[config.mk]
export PLATFORM = sky130hd
export DESIGN_NAME = accumulator_drain_sequencer
export DESIGN_NICKNAME = d
export VERILOG_FILES = /design/src/rtl/bitfuscnn_pkg.sv /design/src/rtl/zero_run_encoder.sv /design/src/rtl/accumulator_drain_sequencer.sv
export SDC_FILE = /design/constraint.sdc
export NUM_CORES = 1
export LEC_CHECK = 0
export ABC_CLOCK_PERIOD_IN_PS = 5500
export BUFFER_PORTS_ARGS = -buffer_cell sky130_fd_sc_hd__buf_2
export CAP_MARGIN = 15
export CORE_MARGIN = 3
export CORE_UTILIZATION = 50
export DETAILED_ROUTE_END_ITERATION = 8
export HOLD_SLACK_MARGIN = 0.03
export MAX_ROUTING_LAYER = met4
export PLACE_DENSITY = 0.76
export SLEW_MARGIN = 25
export SYNTH_ARGS = -nofsm -noshare
export SYNTH_HDL_FRONTEND = slang
export SYNTH_SLANG_ARGS = --single-unit
[constraint.sdc]
create_clock -name clk -period 5.5 [get_ports clk]
set_input_delay 1.1 -clock clk [delete_from_list [all_inputs] [get_ports clk]]
set_output_delay 1.1 -clock clk [all_outputs]
set_load 0.005 [all_outputs]
[src/rtl/bitfuscnn_pkg.sv]
// Shared types and helpers for the accumulator drain path.
// - drain_state_t  : drain sequencer FSM states
// - EXCH_ALL       : neighbor-exchange mask value meaning all 8 halos are in
// - active_entries : entries per bank that hold data for a given bitwidth mode
package bitfuscnn_pkg;

    typedef enum logic [2:0] {
        IDLE      = 3'd0,
        WAIT_EXCH = 3'd1,
        DRAIN     = 3'd2,
        FLUSH     = 3'd3,
        DONE      = 3'd4
    } drain_state_t;

    localparam logic [7:0] EXCH_ALL = 8'hFF;

    // Narrower operands pack more values per entry, so fewer entries are live.
    function automatic int unsigned active_entries(input logic [1:0] bitwidth,
                                                   input int unsigned tile_size);
        case (bitwidth)
            2'b00:   active_entries = tile_size;
            2'b01:   active_entries = tile_size >> 1;
            default: active_entries = tile_size >> 2;
        endcase
    endfunction

endpackage

[src/rtl/zero_run_encoder.sv]
// Zero-run compressor for the drain stream.
// Ports:
//   clk, reset        clock and asynchronous active-high reset
//   clear             restart the run count (new drain)
//   valid, v          returned accumulator byte and its qualifier
//   wr, value, index  combinational write request: byte plus zeros skipped before it
// A run that saturates the index field is emitted as a zero-valued entry so the
// decoder never loses count; zeros left over at the end are simply never written.
module zero_run_encoder
    import bitfuscnn_pkg::*;
#(
    parameter int INDEX_WIDTH = 4,
    parameter bit RELU_EN     = 1'b1
) (
    input  logic                   clk,
    input  logic                   reset,
    input  logic                   clear,
    input  logic                   valid,
    input  logic [7:0]             v,
    output logic                   wr,
    output logic [7:0]             value,
    output logic [INDEX_WIDTH-1:0] index
);

    localparam logic [INDEX_WIDTH-1:0] RUN_MAX = '1;

    logic [INDEX_WIDTH-1:0] run_q, run_d;
    logic [7:0]             v_s;

    // ReLU: a set sign bit means a negative partial sum, drained as zero.
    always_comb begin
        if (RELU_EN && v[7]) begin
            v_s = 8'h00;
        end else begin
            v_s = v;
        end
    end

    // Run-length decision and next run count.
    always_comb begin
        wr    = 1'b0;
        value = 8'h00;
        index = '0;
        run_d = run_q;
        if (clear) begin
            run_d = '0;
        end else if (valid) begin
            if (v_s != 8'h00) begin
                wr    = 1'b1;
                value = v_s;
                index = run_q;
                run_d = '0;
            end else if (run_q == RUN_MAX) begin
                wr    = 1'b1;
                value = 8'h00;
                index = run_q;
                run_d = '0;
            end else begin
                run_d = run_q + INDEX_WIDTH'(1);
            end
        end else begin
            run_d = run_q;
        end
    end

    // Run counter register.
    always_ff @(posedge clk or posedge reset) begin
        if (reset) begin
            run_q <= '0;
        end else begin
            run_q <= run_d;
        end
    end

endmodule

[src/rtl/accumulator_drain_sequencer.sv]
// Drains the PPU accumulator buffer into OARAM at the end of a channel group.
// Ports:
//   clk, reset               clock, asynchronous active-high reset
//   channel_group_done       start pulse (honoured only when idle)
//   bitwidth                 entries/bank mode, captured at start
//   neighbor_exchange_done   per-neighbor halo done, pulse or level
//   buffer_bank_read/entry   buffer read address (0 outside the sweep)
//   buffer_data_read         read data, one cycle after the address
//   oaram_value/indices_value/address/write_enable  registered OARAM write
//   busy, cycle_done         activity flag and one-cycle completion pulse
//   overflow                 sticky until next start: writes past the top of OARAM dropped
// Read address at t, data at t+1, registered OARAM write at t+2; the two FLUSH
// cycles cover exactly that latency before cycle_done.
module accumulator_drain_sequencer
    import bitfuscnn_pkg::*;
#(
    parameter int RAM_WIDTH   = 10,
    parameter int BANK_COUNT  = 32,
    parameter int TILE_SIZE   = 128,
    parameter int INDEX_WIDTH = 4,
    parameter bit RELU_EN     = 1'b1
) (
    input  logic                          clk,
    input  logic                          reset,
    input  logic                          channel_group_done,
    input  logic [1:0]                    bitwidth,
    input  logic [7:0]                    neighbor_exchange_done,
    output logic [$clog2(BANK_COUNT)-1:0] buffer_bank_read,
    output logic [$clog2(TILE_SIZE)-1:0]  buffer_bank_entry,
    input  logic [7:0]                    buffer_data_read,
    output logic [7:0]                    oaram_value,
    output logic [INDEX_WIDTH-1:0]        oaram_indices_value,
    output logic [RAM_WIDTH-2:0]          oaram_address,
    output logic                          oaram_write_enable,
    output logic                          busy,
    output logic                          cycle_done,
    output logic                          overflow
);

    localparam int BANK_W  = $clog2(BANK_COUNT);
    localparam int ENTRY_W = $clog2(TILE_SIZE);
    localparam int ADDR_W  = RAM_WIDTH - 1;
    localparam logic [BANK_W-1:0] BANK_LAST = BANK_W'(BANK_COUNT - 1);
    localparam logic [ADDR_W-1:0] ADDR_LAST = '1;

    drain_state_t state_q, state_d;
    logic [7:0]         mask_q, mask_d, exch_seen_s;
    logic [1:0]         bw_q, bw_d;
    logic [BANK_W-1:0]  bank_q, bank_d;
    logic [ENTRY_W-1:0] entry_q, entry_d, last_entry_s;
    logic               flush_q, flush_d;
    logic               rd_valid_q;
    logic [ADDR_W-1:0]  waddr_q, waddr_d, oaddr_q, oaddr_d;
    logic               full_q, full_d, ovf_q, ovf_d;
    logic               we_q, we_d, busy_q, busy_d, done_q, done_d;
    logic [7:0]         val_q, val_d;
    logic [INDEX_WIDTH-1:0] idx_q, idx_d;
    logic               start_s, enc_wr_s;
    logic [7:0]         enc_value_s;
    logic [INDEX_WIDTH-1:0] enc_index_s;

    // Start qualification, accumulated exchange mask and sweep end point.
    always_comb begin
        start_s      = (state_q == IDLE) && channel_group_done;
        exch_seen_s  = mask_q | neighbor_exchange_done;
        last_entry_s = ENTRY_W'(active_entries(bw_q, TILE_SIZE) - 1);
    end

    zero_run_encoder #(
        .INDEX_WIDTH (INDEX_WIDTH),
        .RELU_EN     (RELU_EN)
    ) u_enc (
        .clk   (clk),
        .reset (reset),
        .clear (start_s),
        .valid (rd_valid_q),
        .v     (buffer_data_read),
        .wr    (enc_wr_s),
        .value (enc_value_s),
        .index (enc_index_s)
    );

    // FSM next state, exchange mask and bank-inner/entry-outer sweep counters.
    always_comb begin
        state_d = state_q;
        mask_d  = mask_q;
        bw_d    = bw_q;
        bank_d  = bank_q;
        entry_d = entry_q;
        flush_d = 1'b0;
        case (state_q)
            IDLE: begin
                if (start_s) begin
                    state_d = WAIT_EXCH;
                    mask_d  = neighbor_exchange_done;
                    bw_d    = bitwidth;
                end else begin
                    state_d = IDLE;
                end
            end
            WAIT_EXCH: begin
                mask_d = exch_seen_s;
                if (exch_seen_s == EXCH_ALL) begin
                    state_d = DRAIN;
                end else begin
                    state_d = WAIT_EXCH;
                end
            end
            DRAIN: begin
                if (bank_q == BANK_LAST) begin
                    bank_d = '0;
                    if (entry_q == last_entry_s) begin
                        entry_d = '0;
                        state_d = FLUSH;
                    end else begin
                        entry_d = entry_q + ENTRY_W'(1);
                    end
                end else begin
                    bank_d = bank_q + BANK_W'(1);
                end
            end
            FLUSH: begin
                flush_d = ~flush_q;
                if (flush_q) begin
                    state_d = DONE;
                end else begin
                    state_d = FLUSH;
                end
            end
            DONE: begin
                state_d = IDLE;
            end
            default: begin
                state_d = IDLE;
            end
        endcase
    end

    // OARAM write stage: the write at the last address lands, later ones only flag overflow.
    always_comb begin
        we_d    = 1'b0;
        val_d   = 8'h00;
        idx_d   = '0;
        oaddr_d = '0;
        waddr_d = waddr_q;
        full_d  = full_q;
        ovf_d   = ovf_q;
        if (start_s) begin
            waddr_d = '0;
            full_d  = 1'b0;
            ovf_d   = 1'b0;
        end else if (enc_wr_s) begin
            if (full_q) begin
                ovf_d = 1'b1;
            end else begin
                we_d    = 1'b1;
                val_d   = enc_value_s;
                idx_d   = enc_index_s;
                oaddr_d = waddr_q;
                if (waddr_q == ADDR_LAST) begin
                    full_d = 1'b1;
                end else begin
                    waddr_d = waddr_q + ADDR_W'(1);
                end
            end
        end else begin
            ovf_d = ovf_q;
        end
        busy_d = (state_d == WAIT_EXCH) || (state_d == DRAIN) || (state_d == FLUSH);
        done_d = (state_d == DONE);
    end

    // State and output registers.
    always_ff @(posedge clk or posedge reset) begin
        if (reset) begin
            state_q    <= IDLE;
            mask_q     <= 8'h00;
            bw_q       <= 2'b00;
            bank_q     <= '0;
            entry_q    <= '0;
            flush_q    <= 1'b0;
            rd_valid_q <= 1'b0;
            waddr_q    <= '0;
            oaddr_q    <= '0;
            full_q     <= 1'b0;
            ovf_q      <= 1'b0;
            we_q       <= 1'b0;
            val_q      <= 8'h00;
            idx_q      <= '0;
            busy_q     <= 1'b0;
            done_q     <= 1'b0;
        end else begin
            state_q    <= state_d;
            mask_q     <= mask_d;
            bw_q       <= bw_d;
            bank_q     <= bank_d;
            entry_q    <= entry_d;
            flush_q    <= flush_d;
            rd_valid_q <= (state_q == DRAIN);
            waddr_q    <= waddr_d;
            oaddr_q    <= oaddr_d;
            full_q     <= full_d;
            ovf_q      <= ovf_d;
            we_q       <= we_d;
            val_q      <= val_d;
            idx_q      <= idx_d;
            busy_q     <= busy_d;
            done_q     <= done_d;
        end
    end

    assign buffer_bank_read    = bank_q;
    assign buffer_bank_entry   = entry_q;
    assign oaram_value         = val_q;
    assign oaram_indices_value = idx_q;
    assign oaram_address       = oaddr_q;
    assign oaram_write_enable  = we_q;
    assign busy                = busy_q;
    assign cycle_done          = done_q;
    assign overflow            = ovf_q;

endmodule

## Word-level counts from Yosys, hierarchy flattened

Index checks and enable logic that the tools add are counted.

- Register bits after elaboration: 66
- Output and inout port bits: 37
- Input port bits: 21

- Bitwise operators: 2
- Add/subtract/negate cells: 5
- Mux-type cells: 49
- Reductions and logical operators: 15
- Eq/ne operators: 16

Operator list:

| cell | number |
|---|---|
| 2-to-1 mux 9 bit | 7 |
| 2-to-1 mux 8 bit | 6 |
| 2-to-1 mux 4 bit | 10 |
| 2-to-1 mux 1 bit | 16 |
| case mux 8 bit (2 select lines) | 1 |
| 2-to-1 mux 7 bit | 2 |
| case mux 7 bit (2 select lines) | 1 |
| equality test 3 x 2 -> 1 bit (second input constant) | 4 |
| case mux 3 bit (4 select lines) | 1 |
| adder 9 x 1 -> 9 bit (second input constant) | 1 |
| equality test 9 bit (second input constant) | 1 |
| 2-to-1 mux 3 bit | 3 |
| equality test 8 bit (second input constant) | 1 |
| bitwise OR 8 bit | 1 |
| AND reduction 2 bit | 4 |
| nonzero test 2 bit | 4 |
| nonzero test 8 bit | 1 |
| adder 7 x 1 -> 7 bit (second input constant) | 1 |
| equality test 7 bit | 1 |
| subtractor 7 x 1 -> 7 bit (second input constant) | 1 |
| equality test 3 x 1 -> 1 bit (second input constant) | 2 |
| adder 5 x 1 -> 5 bit (second input constant) | 1 |
| equality test 5 bit (second input constant) | 1 |
| 2-to-1 mux 5 bit | 1 |
| other kinds (13) | 15 |

## Depth between registers and ports, before layout

Gate-level depths: netlist (run 1).

- Depth in word-level cells: 10
- Mapped depth: 8
- Mapped depth without buffers: 7

## Modules after synthesis

From an unflattened synthesis (run 1), not the netlist that was laid out.

- Cell total of the unflattened synthesis: 254
- Area total of the unflattened synthesis: 2944.1 sq um

By module, submodules not included:

| module | cells an instance | instances | area an instance (sq um) | sequential area each (sq um) |
|---|---|---|---|---|
| accumulator_drain_sequencer | 210 | 1 | 2576.2 | 1551.5 |
| zero_run_encoder | 44 | 1 | 367.9 | 100.1 |

## Worst setup path before layout (run 1)

OpenSTA, ideal clock, no wires.

- Path kind: input to register
- Start point: input buffer_data_read[3]
- End point: register oaddr_q[0], in the netlist oaram_address[0]
- Buffers on the path: 1
- Library setup time: 0.119 ns
- Stages: 6
- Arrival: 2.476 ns
- Path slack: 2.905 ns
- Cells stage by stage: or4_4 > o21a_4 > o2111ai_2 > inv_2 > buf_2 > and2_1

- Cells in the longest elaborated chain, start to end: 7

Ends and longest elaborated chain:

| element | RTL line | source |
|---|---|---|
| start: declaration | accumulator_drain_sequencer.sv:30 | `input logic [7:0] buffer_data_read,` |
| 2-to-1 mux 7 bit | zero_run_encoder.sv:32 | `if (RELU_EN && v[7]) begin` |
| nonzero test 8 bit | zero_run_encoder.sv:48 | `if (v_s != 8'h00) begin` |
| 2-to-1 mux 1 bit | zero_run_encoder.sv:48 |  |
| 2-to-1 mux 1 bit | zero_run_encoder.sv:47 | `end else if (valid) begin` |
| 2-to-1 mux 1 bit | zero_run_encoder.sv:45 | `if (clear) begin` |
| 2-to-1 mux 9 bit | accumulator_drain_sequencer.sv:152 | `end else if (enc_wr_s) begin` |
| 2-to-1 mux 9 bit | accumulator_drain_sequencer.sv:148 | `if (start_s) begin` |
| via oaddr_d[0] | accumulator_drain_sequencer.sv:53 | `logic [ADDR_W-1:0] waddr_q, waddr_d, oaddr_q, oaddr_d;` |
| end signal: assignment | accumulator_drain_sequencer.sv:201 | `oaddr_q <= oaddr_d;` |
| end: declaration | accumulator_drain_sequencer.sv:53 |  |

The timed path passes the listed nets, and every way through them passes these cells.
A chain may end at the register's enable or synchronous reset.

## Worst setup path in the final report (run 1)

- Start point: input buffer_data_read[3]
- End point: register waddr_q[6]

- Cells in the longest elaborated chain, start to end: 7

Ends and longest elaborated chain:

| element | RTL line | source |
|---|---|---|
| 2-to-1 mux 7 bit | zero_run_encoder.sv:32 |  |
| nonzero test 8 bit | zero_run_encoder.sv:48 |  |
| 2-to-1 mux 1 bit | zero_run_encoder.sv:48 |  |
| 2-to-1 mux 1 bit | zero_run_encoder.sv:47 |  |
| 2-to-1 mux 1 bit | zero_run_encoder.sv:45 |  |
| nonzero test 2 bit (no source line) | -- |  |
| AND reduction 3 bit (no source line) | -- |  |
| end signal: assignment | accumulator_drain_sequencer.sv:200 | `waddr_q <= waddr_d;` |
| end: declaration | accumulator_drain_sequencer.sv:53 |  |

No other way between the ends.

==> run_results.csv, run 1 <==
group,metric,value,unit
outcome,status,"completed",
sta,min_period_over_period,0.454,
clocking,cts.sinks,65,
clocking,cts_buffer_depth,2,
job,max_cap_violations,0,
synthesis,synth_ff_type,"dfrtp_1",
final_layout,nNetsFinal,340,
synthesis,yosysTopAreaCellShare,0.568,
floorplan,start_util,0.537,
setup_path,slowest_stage,"o21ai_1",
power_and_ir_drop,power.density,403,mW/mm^2
grt,grt_first_pass_wirelength,9340,um
clocking,post_cts_buffers,0,
setup_path,crit_arrival,2710,ps
clocking,cts_made_buffers,9,
floorplan,fp.dieH,81.7,um
placement,portBuffers,56,
synthesis,synth_compound_area_frac,0.108,
synthesis,ys_seq_area_frac,0.568,
synthesis,synth-adder-area-share,0.0262,
synthesis,synth_mux_area_frac,0.0406,
floorplan,fp-row-count,26,
sta,clock.fmax,0.400,GHz
grt,grt_antenna_before_repair,0,
synthesis,yosys-top-cells-area,"dfrtp_1 (57%), nand2_1 (2.8%), ha_1 (2.6%), a22o_1 (2.4%), and2_1 (2.4%)",
synthesis,synth-seq-cells,65,
clocking,clk_pin_slew,60,ps
final_layout,area_growth,17.4,%
synthesis,synthesis.area,0.00287,sq mm
setup_path,worstPathCellList,"buf_2 > or4_4 > o21ai_1 > a211oi_1 > mux2i_1",
drt,vias,2119,
grt,grt_pass1_vias,2041,
synthesis,synth_edf_count,0,
clocking,cts-root-buf,"clkbuf_8",
min_path,hold_class,"flop to flop",
final_layout,drive_above_1_share,0.264,
grt,grt_use_total,0.191,
sta,hold_viol,0,
placement,dpl.hpwl,3810,um
sta,final.setup_skew,4.91,ps
sta,rsz0062_at_grt,"no",
drt,viasPerCell,5.46,
drt,drt-total-wl,5420,um
placement,dp_slack,2650,ps
sta,tns,0,ps
synthesis,synth_top_family_by_area,"simple AND/OR/NAND/NOR gates",
sta,timing.final.ws_setup,3000,ps
synthesis,synth.net_count,283,
placement,dpl.cell_count,372,
setup_path,worstSetupPathType,"input port to flop",
setup_path,endpoint_kind,"flop",
sta,setup_viol,0,
clocking,cts_hold_buf,0,
drt,wire_per_inst,14.0,um
setup_path,critPathMaxStageDelay,610,ps
placement,gp_congestion,0.774,
setup_path,cp_max_fo,11,
power_and_ir_drop,power,0.00136,W
synthesis,netlist_instances,256,
final_layout,finalNonFillerCells,388,
setup_path,required,5710,ps
synthesis,synthXorXnorAreaFrac,0.0245,
sta,max_slew_margin,0.479,
floorplan,io_pins,58,
synthesis,yosys.area_share.simple,0.202,
synthesis,synth-warning-count,0,
setup_path,cp-start-kind,"input port",
final_layout,utilization,0.631,
power_and_ir_drop,vdd_ir_drop_max,0.322,mV
grt,grt_overflow,0,
drt,drc,0,
clocking,h-tree-depth,3,
synthesis,syn_avg_cell_area,11.2,sq um
floorplan,fp.dieW,81.7,um
final_layout,diodes,0,
floorplan,die_area,0.00667,sq mm
drt,ant_nets,0,
clocking,post_cts_resize_count,0,
sta,worst_slew_pin_slew,781,ps
drt,drt_iter0_drc,141,
sta,slew_violations,0,
clocking,clk_latency,340,ps
synthesis,ys_types,48,
drt,dr.pass1.iters,4,
synthesis,yosysTopAreaCell,"dfrtp_1",
clocking,cts_tree,"built",
floorplan,fp.coreArea,0.00534,sq mm
sta,fin_crit,2500,ps
power_and_ir_drop,p_leak,1.71,nW
grt,grt_max_degree,66,
synthesis,async_flop_share,1.00,
Yosys cell counts (all sizes together) (6+ instances only):
| master | number |
|---|---|
| nand2b | 7 |
| clkbuf | 7 |
| dfrtp | 65 |
| nor2 | 15 |
| a21oi | 8 |
| mux2i | 6 |
| and3 | 11 |
| nand2 | 21 |
| nand3 | 11 |
| ha | 6 |
| and2 | 11 |
| a22o | 8 |
| inv | 8 |
registers in the layout, indices dropped and copies added (netlist names), 2 cells and up:
name / flops
u_enc.run_q: 4
buffer_bank_read: 5
mask_q: 8
buffer_bank_entry: 7
waddr_q: 9
oaram_indices_value: 4
bw_q: 2
oaram_address: 9
oaram_value: 7
state_q: 3
per-layer routing:
| metal | vias to the layer above | part of all wire | global-route usage |
|---|---|---|---|
| met5 | - | 0 | - |
| met4 | 0 | 0.012 | 0.0748 |
| met3 | 6 | 0.061 | 0.0614 |
| met2 | 58 | 0.48 | 0.287 |
| met1 | 1020 | 0.45 | 0.240 |
| li1 | 1035 | - | - |
per-stage QoR:
step	hold slack, ps	cell area (sq um)
after floorplan	474	2870
after global placement	489	3200
after detailed placement	492	3210
after CTS	512	3360
after global routing	524	3360
final	510	3360
worst paths after layout:
path / slack, ps / end / from / cells after the start
max reg2reg: 3240 / oaram_value[5]$_DFF_PP0_ / state_q[1]$_DFF_PP0_ / 4
max: 3000 / waddr_q[6]$_DFFE_PP0P_ / buffer_data_read[3] / 5
min reg2reg: 510 / mask_q[6]$_DFFE_PP0P_ / mask_q[6]$_DFFE_PP0P_ / 1
max in group asynchronous: 4010 / u_enc.run_q[1]$_DFFE_PP0P_ / reset / 3
min in group asynchronous: 980 / buffer_bank_entry[2]$_DFFE_PP0P_ / reset / 3
min: 510 / mask_q[6]$_DFFE_PP0P_ / mask_q[6]$_DFFE_PP0P_ / 1
cells in the final DEF (no fill, tap or decap), types with 3 or more instances in the layout:
| master | netlist | routed |
|---|---|---|
| buf_2 | 4 | 56 |
| ha_1 | 6 | 6 |
| and2_1 | 11 | 11 |
| clkbuf_1 | 7 | 3 |
| mux2_2 | 5 | 5 |
| a31oi_1 | 3 | 3 |
| xor2_1 | 4 | 4 |
| inv_1 | 7 | 6 |
| nand2b_1 | 7 | 7 |
| nand2_1 | 21 | 21 |
| clkbuf_8 | 0 | 9 |
| o22ai_1 | 3 | 3 |
| or3_1 | 3 | 3 |
| nand4_1 | 5 | 5 |
| a211oi_1 | 5 | 5 |
| a21oi_1 | 8 | 8 |
| o211ai_1 | 5 | 5 |
| mux2i_1 | 6 | 6 |
| nor3_1 | 3 | 3 |
| nand3_1 | 11 | 11 |
| clkinv_2 | 0 | 4 |
| nor2_1 | 15 | 15 |
| xnor2_1 | 4 | 4 |
| a22o_1 | 8 | 8 |
| and3_1 | 11 | 11 |
| dfrtp_1 | 65 | 65 |
layout make-up:
class | instances | area [sq um]
Sequential cell | 65 | 1630
Tap cell | 70 | 87.6
Multi-Input combinational cell | 171 | 1170
Timing Repair Buffer | 58 | 295
Clock buffer | 12 | 135
Clock inverter | 4 | 20.0
Inverter | 8 | 30.0
Fill cell | 469 | 1970
report_power, final:
part	switching [W]	leakage, nW	total (W)	internal, W
registers	0.000112	0.857	0.000692	0.000580
logic	0.000175	0.764	0.000336	0.000161
clock network	0.000167	0.0839	0.000327	0.000161
critical path: cells and delay by family:
family | cells | cell delay (ps)
compound gates | 2 | 810
buf+inv | 1 | 100
mux | 1 | 150
simple gates | 1 | 550
cell families after synthesis:
family,Yosys count
and+or+nand+nor,103
adders and majority gates,6
muxes,11
other,1
xor gates and xnor gates,8
AOI/OAI and AO/OA,42
buffers and inverters,20
DFF,65
No activity file was read; power rests on OpenSTA's default activity.
==> run 2, diff against run 1 <==
--- a/config.mk
+++ b/config.mk
@@ -5,7 +5,8 @@
 export SDC_FILE = /design/constraint.sdc
 export NUM_CORES = 1
 export LEC_CHECK = 0
-export ABC_CLOCK_PERIOD_IN_PS = 5500
+export ABC_AREA = 1
+export ABC_CLOCK_PERIOD_IN_PS = 2480
 export BUFFER_PORTS_ARGS = -buffer_cell sky130_fd_sc_hd__buf_2
 export CAP_MARGIN = 15
 export CORE_MARGIN = 3
@@ -13,7 +14,7 @@
 export DETAILED_ROUTE_END_ITERATION = 8
 export HOLD_SLACK_MARGIN = 0.03
 export MAX_ROUTING_LAYER = met4
-export PLACE_DENSITY = 0.76
+export PLACE_DENSITY = 0.75
 export SLEW_MARGIN = 25
 export SYNTH_ARGS = -nofsm -noshare
 export SYNTH_HDL_FRONTEND = slang
==> constraint.sdc (replaced) <==
create_clock -name clk -period 2.48 [get_ports clk]
set_input_delay 0.496 -clock clk [delete_from_list [all_inputs] [get_ports clk]]
set_output_delay 0.496 -clock clk [all_outputs]
set_load 0.005 [all_outputs]
==> run 2 against run 1 <==
First-iteration DRC count is 35% lower. Final area is 5.4% higher. Die area is 4.4% higher. Critical path depth stayed put. Sequential share of layout area is 2.5 points lower. Clock-buffer cell count is 2 higher. Clock skew is 2.3 ps higher. Largest power group unchanged. Core utilization is 0.19 points lower. Sequential power is 110% higher. Via count is 13% higher. Sequential cell count stayed put. Final cell count is 27% higher.
==> run_results.csv, run 2 <==
group,metric,value,unit
clocking,cts_tree,"built",
grt,grt_first_pass_wirelength,10500,um
synthesis,yosysTopAreaCellShare,0.542,
synthesis,ys_seq_area_frac,0.542,
placement,portBuffers,56,
floorplan,start_util,0.532,
synthesis,synth_ff_type,"dfrtp_1",
grt,grt_max_degree,26,
floorplan,fp-row-count,27,
final_layout,finalInstanceArea,0.00355,sq mm
placement,gp_congestion,0.873,
synthesis,yosysTopAreaCell,"dfrtp_1",
drt,drc,0,
min_path,hold_class,"input port to asynchronous set/reset pin",
clocking,cts_buffer_depth,2,
setup_path,worstSetupPathType,"flop to flop",
clocking,cts_hold_buf,0,
synthesis,yosysMostFrequentCell,"nand2_1",
clocking,clk_latency,330,ps
floorplan,fp.coreArea,0.00564,sq mm
drt,drt-total-wl,6000,um
placement,dpl.cell_count,475,
sta,max_slew_margin,0.627,
grt,grt_use_total,0.193,
grt,use_met1,0.248,
grt,grt_use_met2,0.300,
clocking,cts-root-buf,"clkbuf_8",
sta,fin_crit,1930,ps
drt,drt_iter0_drc,92,
synthesis,yosys-top-cells-area,"dfrtp_1 (54%), nand2_1 (11%), nor2_1 (6.6%), inv_1 (5.4%), nand3_1 (4.7%)",
setup_path,r2r_slack,550,ps
drt,viasPerCell,4.88,
placement,postPlaceCellArea,0.00334,sq mm
grt,grt_overflow,0,
grt,top_usage_layer,"met2",
sta,rsz0062_at_grt,"no",
synthesis,synthTopCellsByCount,"nand2_1 (88), dfrtp_1 (65), nor2_1 (53)",
drt,dr.pass1.iters,4,
drt,vias,2395,
outcome,status,"completed",
final_layout,drive_above_1_share,0.210,
power_and_ir_drop,p_leak,1.96,nW
synthesis,syn_avg_cell_area,8.50,sq um
final_layout,diodes,0,
power_and_ir_drop,power.density,955,mW/mm^2
synthesis,synth-warning-count,0,
sta,timing.final.ws_setup,553,ps
final_layout,final_common_cell,"nand2_1",
final_layout,area_growth,18.2,%
grt,grt_pass1_vias,2328,
synthesis,synth-seq-cells,65,
placement,dp_slack,586,ps
setup_path,cp_max_fo,24,
grt,grtUsageMet3,0.0523,
sta,final.setup_skew,7.23,ps
synthesis,async_flop_share,1.00,
synthesis,synth_edf_count,0,
clocking,post_cts_buffers,0,
grt,grt_antenna_before_repair,0,
final_layout,finalNonFillerCells,491,
sta,tns,0,ps
setup_path,crit_arrival,2170,ps
clocking,cts.sinks,65,
clocking,cts_made_buffers,9,
clocking,h-tree-depth,3,
final_layout,nNetsFinal,441,
clocking,post_cts_resize_count,0,
final_layout,num-fill-cells,490,
setup_path,required,2730,ps
sta,slew_violations,0,
sta,worst_slew_pin_slew,559,ps
synthesis,synthesis.area,0.00300,sq mm
floorplan,fp.dieW,83.5,um
power_and_ir_drop,power,0.00339,W
clocking,clk_pin_slew,70,ps
sta,min_period_over_period,0.777,
sta,hold_viol,0,
job,max_cap_violations,0,
synthesis,synth.net_count,380,
placement,dpl.hpwl,4270,um
setup_path,endpoint_kind,"flop",
synthesis,netlist_instances,353,
sta,setup_viol,0,
floorplan,io_pins,58,
drt,ant_nets,0,
drt,wire_per_inst,12.2,um
floorplan,fp.dieH,83.5,um
power_and_ir_drop,vdd_ir_drop_max,0.550,mV
final_layout,mostFrequentLayoutCells,"nand2_1 (88), dfrtp_1 (65), buf_2 (56), nor2_1 (53), inv_1 (42)",
setup_path,cp-start-kind,"flop",
synthesis,ys_types,32,
floorplan,die_area,0.00697,sq mm
sta,clock.fmax,0.519,GHz
-- run 2: cell types whose count changed after synthesis, moves of 6 or more --
cell,previous run,this run
a22o_1,8,0
and2_1,11,1
and3_1,11,0
inv_1,7,43
mux2i_1,6,0
nand2_1,21,88
nand2b_1,7,0
nand3_1,11,28
nor2_1,15,53
o21ai_0,2,10
-- run 2: stage by stage --
step | util | hold slack, ps
2_1_floorplan | - | 450
3_3_place_gp | 0.592 | 469
3_5_place_dp | 0.592 | 475
4_1_cts | 0.629 | 211
5_1_grt | 0.629 | 241
6_report | 0.629 | 198
-- run 2: logic make-up after synthesis --
group | Yosys count | synth area share
xor+xnor | 6 | 0.0175
compound gates | 28 | 0.0517
other cells | 1 | 0.00125
buf+inv | 54 | 0.0734
fa+ha+maj | 6 | 0.0250
flops | 65 | 0.542
simple gates | 193 | 0.289
-- run 2: cell type report --
type	count	area, sq um	share of cell area
Clock inverter	2	35.0	0.00988
Tap cell	72	90.1	0.0254
Inverter	46	173	0.0487
Sequential cell	65	1630	0.459
Multi-Input combinational cell	234	1150	0.326
Clock buffer	14	173	0.0487
Timing Repair Buffer	58	295	0.0832
-- run 2: metal layers --
metal	part of all wire	up-vias	wire length (um)
met5	0	-	0
met4	0.018	0	106
li1	-	1234	-
met2	0.45	73	2720
met3	0.066	11	395
met1	0.46	1077	2780
-- run 2: final timing paths --
| check | cells after the start | start | end |
|---|---|---|---|
| min | 2 | reset | oaram_indices_value[0]$_DFF_PP0_ |
| min reg2reg | 2 | mask_q[4]$_DFFE_PP0P_ | mask_q[4]$_DFFE_PP0P_ |
| max | 5 | state_q[2]$_DFF_PP0_ | mask_q[1]$_DFFE_PP0P_ |
| max reg2reg | 5 | state_q[2]$_DFF_PP0_ | mask_q[1]$_DFFE_PP0P_ |
| max in group asynchronous | 3 | reset | buffer_bank_entry[2]$_DFFE_PP0P_ |
| min in group clk | 3 | bitwidth[0] | bw_q[0]$_DFFE_PP0P_ |
-- run 2: report_power, final --
group          switching, W  total (W)  leakage, nW  internal (W)
clock              0.000380   0.000926        0.107      0.000546
combinational      0.000637   0.000988        0.994      0.000351
sequential         0.000180    0.00147        0.856       0.00129
total               0.00120    0.00339         1.96       0.00219
-- run 2: critical path, cell delays in order, from the launching register on --
cell and delay (ps):
dfrtp_1 440, nor2_2 160, nand3_2 460, inv_2 500
nor2_2 100, o22ai_1 160
==> run 3, diff against run 2 <==
--- a/config.mk
+++ b/config.mk
@@ -6,7 +6,7 @@
 export NUM_CORES = 1
 export LEC_CHECK = 0
 export ABC_AREA = 1
-export ABC_CLOCK_PERIOD_IN_PS = 2480
+export ABC_CLOCK_PERIOD_IN_PS = 1900
 export BUFFER_PORTS_ARGS = -buffer_cell sky130_fd_sc_hd__buf_2
 export CAP_MARGIN = 15
 export CORE_MARGIN = 3
==> constraint.sdc (replaced) <==
create_clock -name clk -period 1.9 [get_ports clk]
set_input_delay 0.38 -clock clk [delete_from_list [all_inputs] [get_ports clk]]
set_output_delay 0.38 -clock clk [all_outputs]
set_load 0.005 [all_outputs]
==> run 3 against run 2 <==
Clock skew about the same. Clock-buffer cell count decreased by 5. Combinational power increased by 39%. Sequential share of layout area decreased by 0.97 points. Sequential cell count unchanged. Fmax increased by 6.0%. Via count increased by 3.9%. Global-route usage decreased by 0.56 points. Critical path depth increased by 6. Final cell count increased by 0.81%. Worst setup slack got worse by 470 ps. Final area increased by 2.2%. Critical endpoint is now waddr_q[7]$_DFFE_PP0P_. Largest cell class unchanged. Largest power group unchanged.
==> run_results.csv, run 3 (synthesized netlist as in run 2, its figures left out) <==
group,metric,value,unit
drt,drc,0,
final_layout,nNetsFinal,445,
setup_path,cp_num_buf_inv,1,
grt,grt_use_total,0.187,
clocking,cts_buffer_depth,2,
clocking,cts-root-buf,"clkbuf_8",
outcome,status,"completed",
setup_path,cp_max_fo,10,
final_layout,diodes,0,
setup_path,r2r_slack,80,ps
power_and_ir_drop,power.density,1270,mW/mm^2
placement,portBuffers,56,
clocking,h-tree-depth,3,
sta,timing.final.ws_setup,82.1,ps
floorplan,io_pins,58,
final_layout,drive_above_1_share,0.225,
setup_path,slowest_stage,"dfrtp_1",
sta,min_period_over_period,0.957,
grt,grt_antenna_before_repair,0,
final_layout,finalInstanceArea,0.00362,sq mm
floorplan,fp-row-count,27,
sta,max_slew_margin,0.642,
sta,worst_slew_pin_slew,536,ps
placement,postPlaceCellArea,0.00337,sq mm
setup_path,worstSetupPathType,"flop to flop",
clocking,cts_hold_buf,0,
setup_path,endpoint_kind,"flop",
clocking,clk_pin_slew,70,ps
sta,setup_viol,0,
clocking,clk_latency,330,ps
placement,gp_congestion,0.877,
placement,dp_slack,52.0,ps
setup_path,cp_top_family,"simple AND/OR/NAND/NOR gates",
floorplan,fp.dieW,83.5,um
final_layout,area_growth,20.7,%
sta,clock.fmax,0.550,GHz
job,max_cap_violations,0,
drt,ant_nets,0,
final_layout,mostFrequentLayoutCells,"nand2_1 (88), dfrtp_1 (65), buf_2 (56), nor2_1 (52), inv_1 (42)",
setup_path,required,2170,ps
sta,slew_violations,0,
sta,fin_crit,1820,ps
drt,drt-total-wl,6160,um
grt,grt_pass1_vias,2346,
drt,wire_per_inst,12.4,um
clocking,cts_tree,"built",
grt,grt_first_pass_wirelength,10300,um
setup_path,cp-start-kind,"flop",
clocking,cts_made_buffers,9,
drt,viasPerCell,5.03,
sta,hold_viol,0,
floorplan,fp.dieH,83.5,um
placement,dpl.hpwl,4310,um
final_layout,final_common_cell,"nand2_1",
setup_path,crit_arrival,2090,ps
min_path,hold_class,"input port to asynchronous set/reset pin",
grt,grt_overflow,0,
final_layout,utilization,0.642,
power_and_ir_drop,p_leak,1.97,nW
clocking,cts.sinks,65,
drt,dr.pass1.iters,4,
power_and_ir_drop,vdd_ir_drop_max,0.658,mV
floorplan,die_area,0.00697,sq mm
floorplan,start_util,0.532,
grt,grt_max_degree,44,
drt,vias,2489,
floorplan,fp.coreArea,0.00564,sq mm
sta,tns,0,ps
drt,drt_iter0_drc,148,
setup_path,critPathMaxStageDelay,430,ps
sta,final.setup_skew,7.02,ps
setup_path,worstPathCellList,"ha_1 > nand3_1 > inv_1 > nand4_1 > nor2_1 > ha_1 > nor2_4 > nand3_4 > nand2_8 > nand2_1 > nand2_1",
## run 3: cell count changes in the layout (fill, tap and decap cells not counted), moves of 2 or more
cell	before	now
clkbuf_8	12	9
clkbuf_1	2	0
buf_4	2	4
clkinvlp_4	0	5
## run 3: where the power goes
group | internal [W] | leakage (nW) | total (W) | switching (W)
clock | 0.000735 | 0.0975 | 0.00128 | 0.000545
sequential | 0.00169 | 0.856 | 0.00194 | 0.000249
combinational | 0.000508 | 1.01 | 0.00137 | 0.000864
total | 0.00293 | 1.97 | 0.00459 | 0.00166
## run 3: worst register-to-register path, stage by stage (launching register included)
cell and delay, ps:
dfrtp_1 430, ha_1 250, nand3_1 110, inv_1 90, nand4_1 110, nor2_1 60, ha_1 200, nor2_4 130
nand3_4 140, nand2_8 130, nand2_1 60, nand2_1 50
## run 3: cell type report
cell class,instances,area (sq um)
Tap cell,72,90.1
Multi-Input combinational cell,235,1180
Inverter,46,176
Clock buffer,9,124
Sequential cell,65,1630
Fill cell,491,2020
Timing Repair Buffer,61,330
Clock inverter,7,95.1
## run 3: path summary, 6_finish.rpt
| kind | startpoint | to | cells after the start |
|---|---|---|---|
| max | waddr_q[0]$_DFFE_PP0P_ | waddr_q[7]$_DFFE_PP0P_ | 11 |
| min | reset | mask_q[7]$_DFFE_PP0P_ | 2 |
| max reg2reg | waddr_q[0]$_DFFE_PP0P_ | waddr_q[7]$_DFFE_PP0P_ | 11 |
| min reg2reg | mask_q[3]$_DFFE_PP0P_ | mask_q[3]$_DFFE_PP0P_ | 2 |
| max in group asynchronous | reset | waddr_q[7]$_DFFE_PP0P_ | 3 |
| min in group clk | bitwidth[1] | bw_q[1]$_DFFE_PP0P_ | 3 |
## run 3: per-layer routing
| metal | routed length [um] | vias up | global-route usage |
|---|---|---|---|
| li1 | - | 1238 | - |
| met1 | 2760 | 1160 | 0.233 |
| met2 | 2980 | 81 | 0.300 |
| met4 | 68 | 0 | 0.0629 |
| met5 | 0 | - | - |
| met3 | 346 | 10 | 0.0484 |
## run 3: what timing repair did
action	4_1_cts	5_1_grt
endpoints found under the setup margin	0	10
gates resized for setup	0	3
setup buffers	0	1
## run 3: metrics by stage
| stage | hold WS, ps | cells | power (W) |
|---|---|---|---|
| CTS | 98.2 | 493 | 0.00456 |
| global route | 107 | 495 | 0.00491 |
| global placement | 458 | 477 | 0.00321 |
| detailed placement | 458 | 477 | 0.00327 |
| finish | 83.6 | 495 | 0.00459 |
| floorplan | 450 | 353 | 0.00289 |
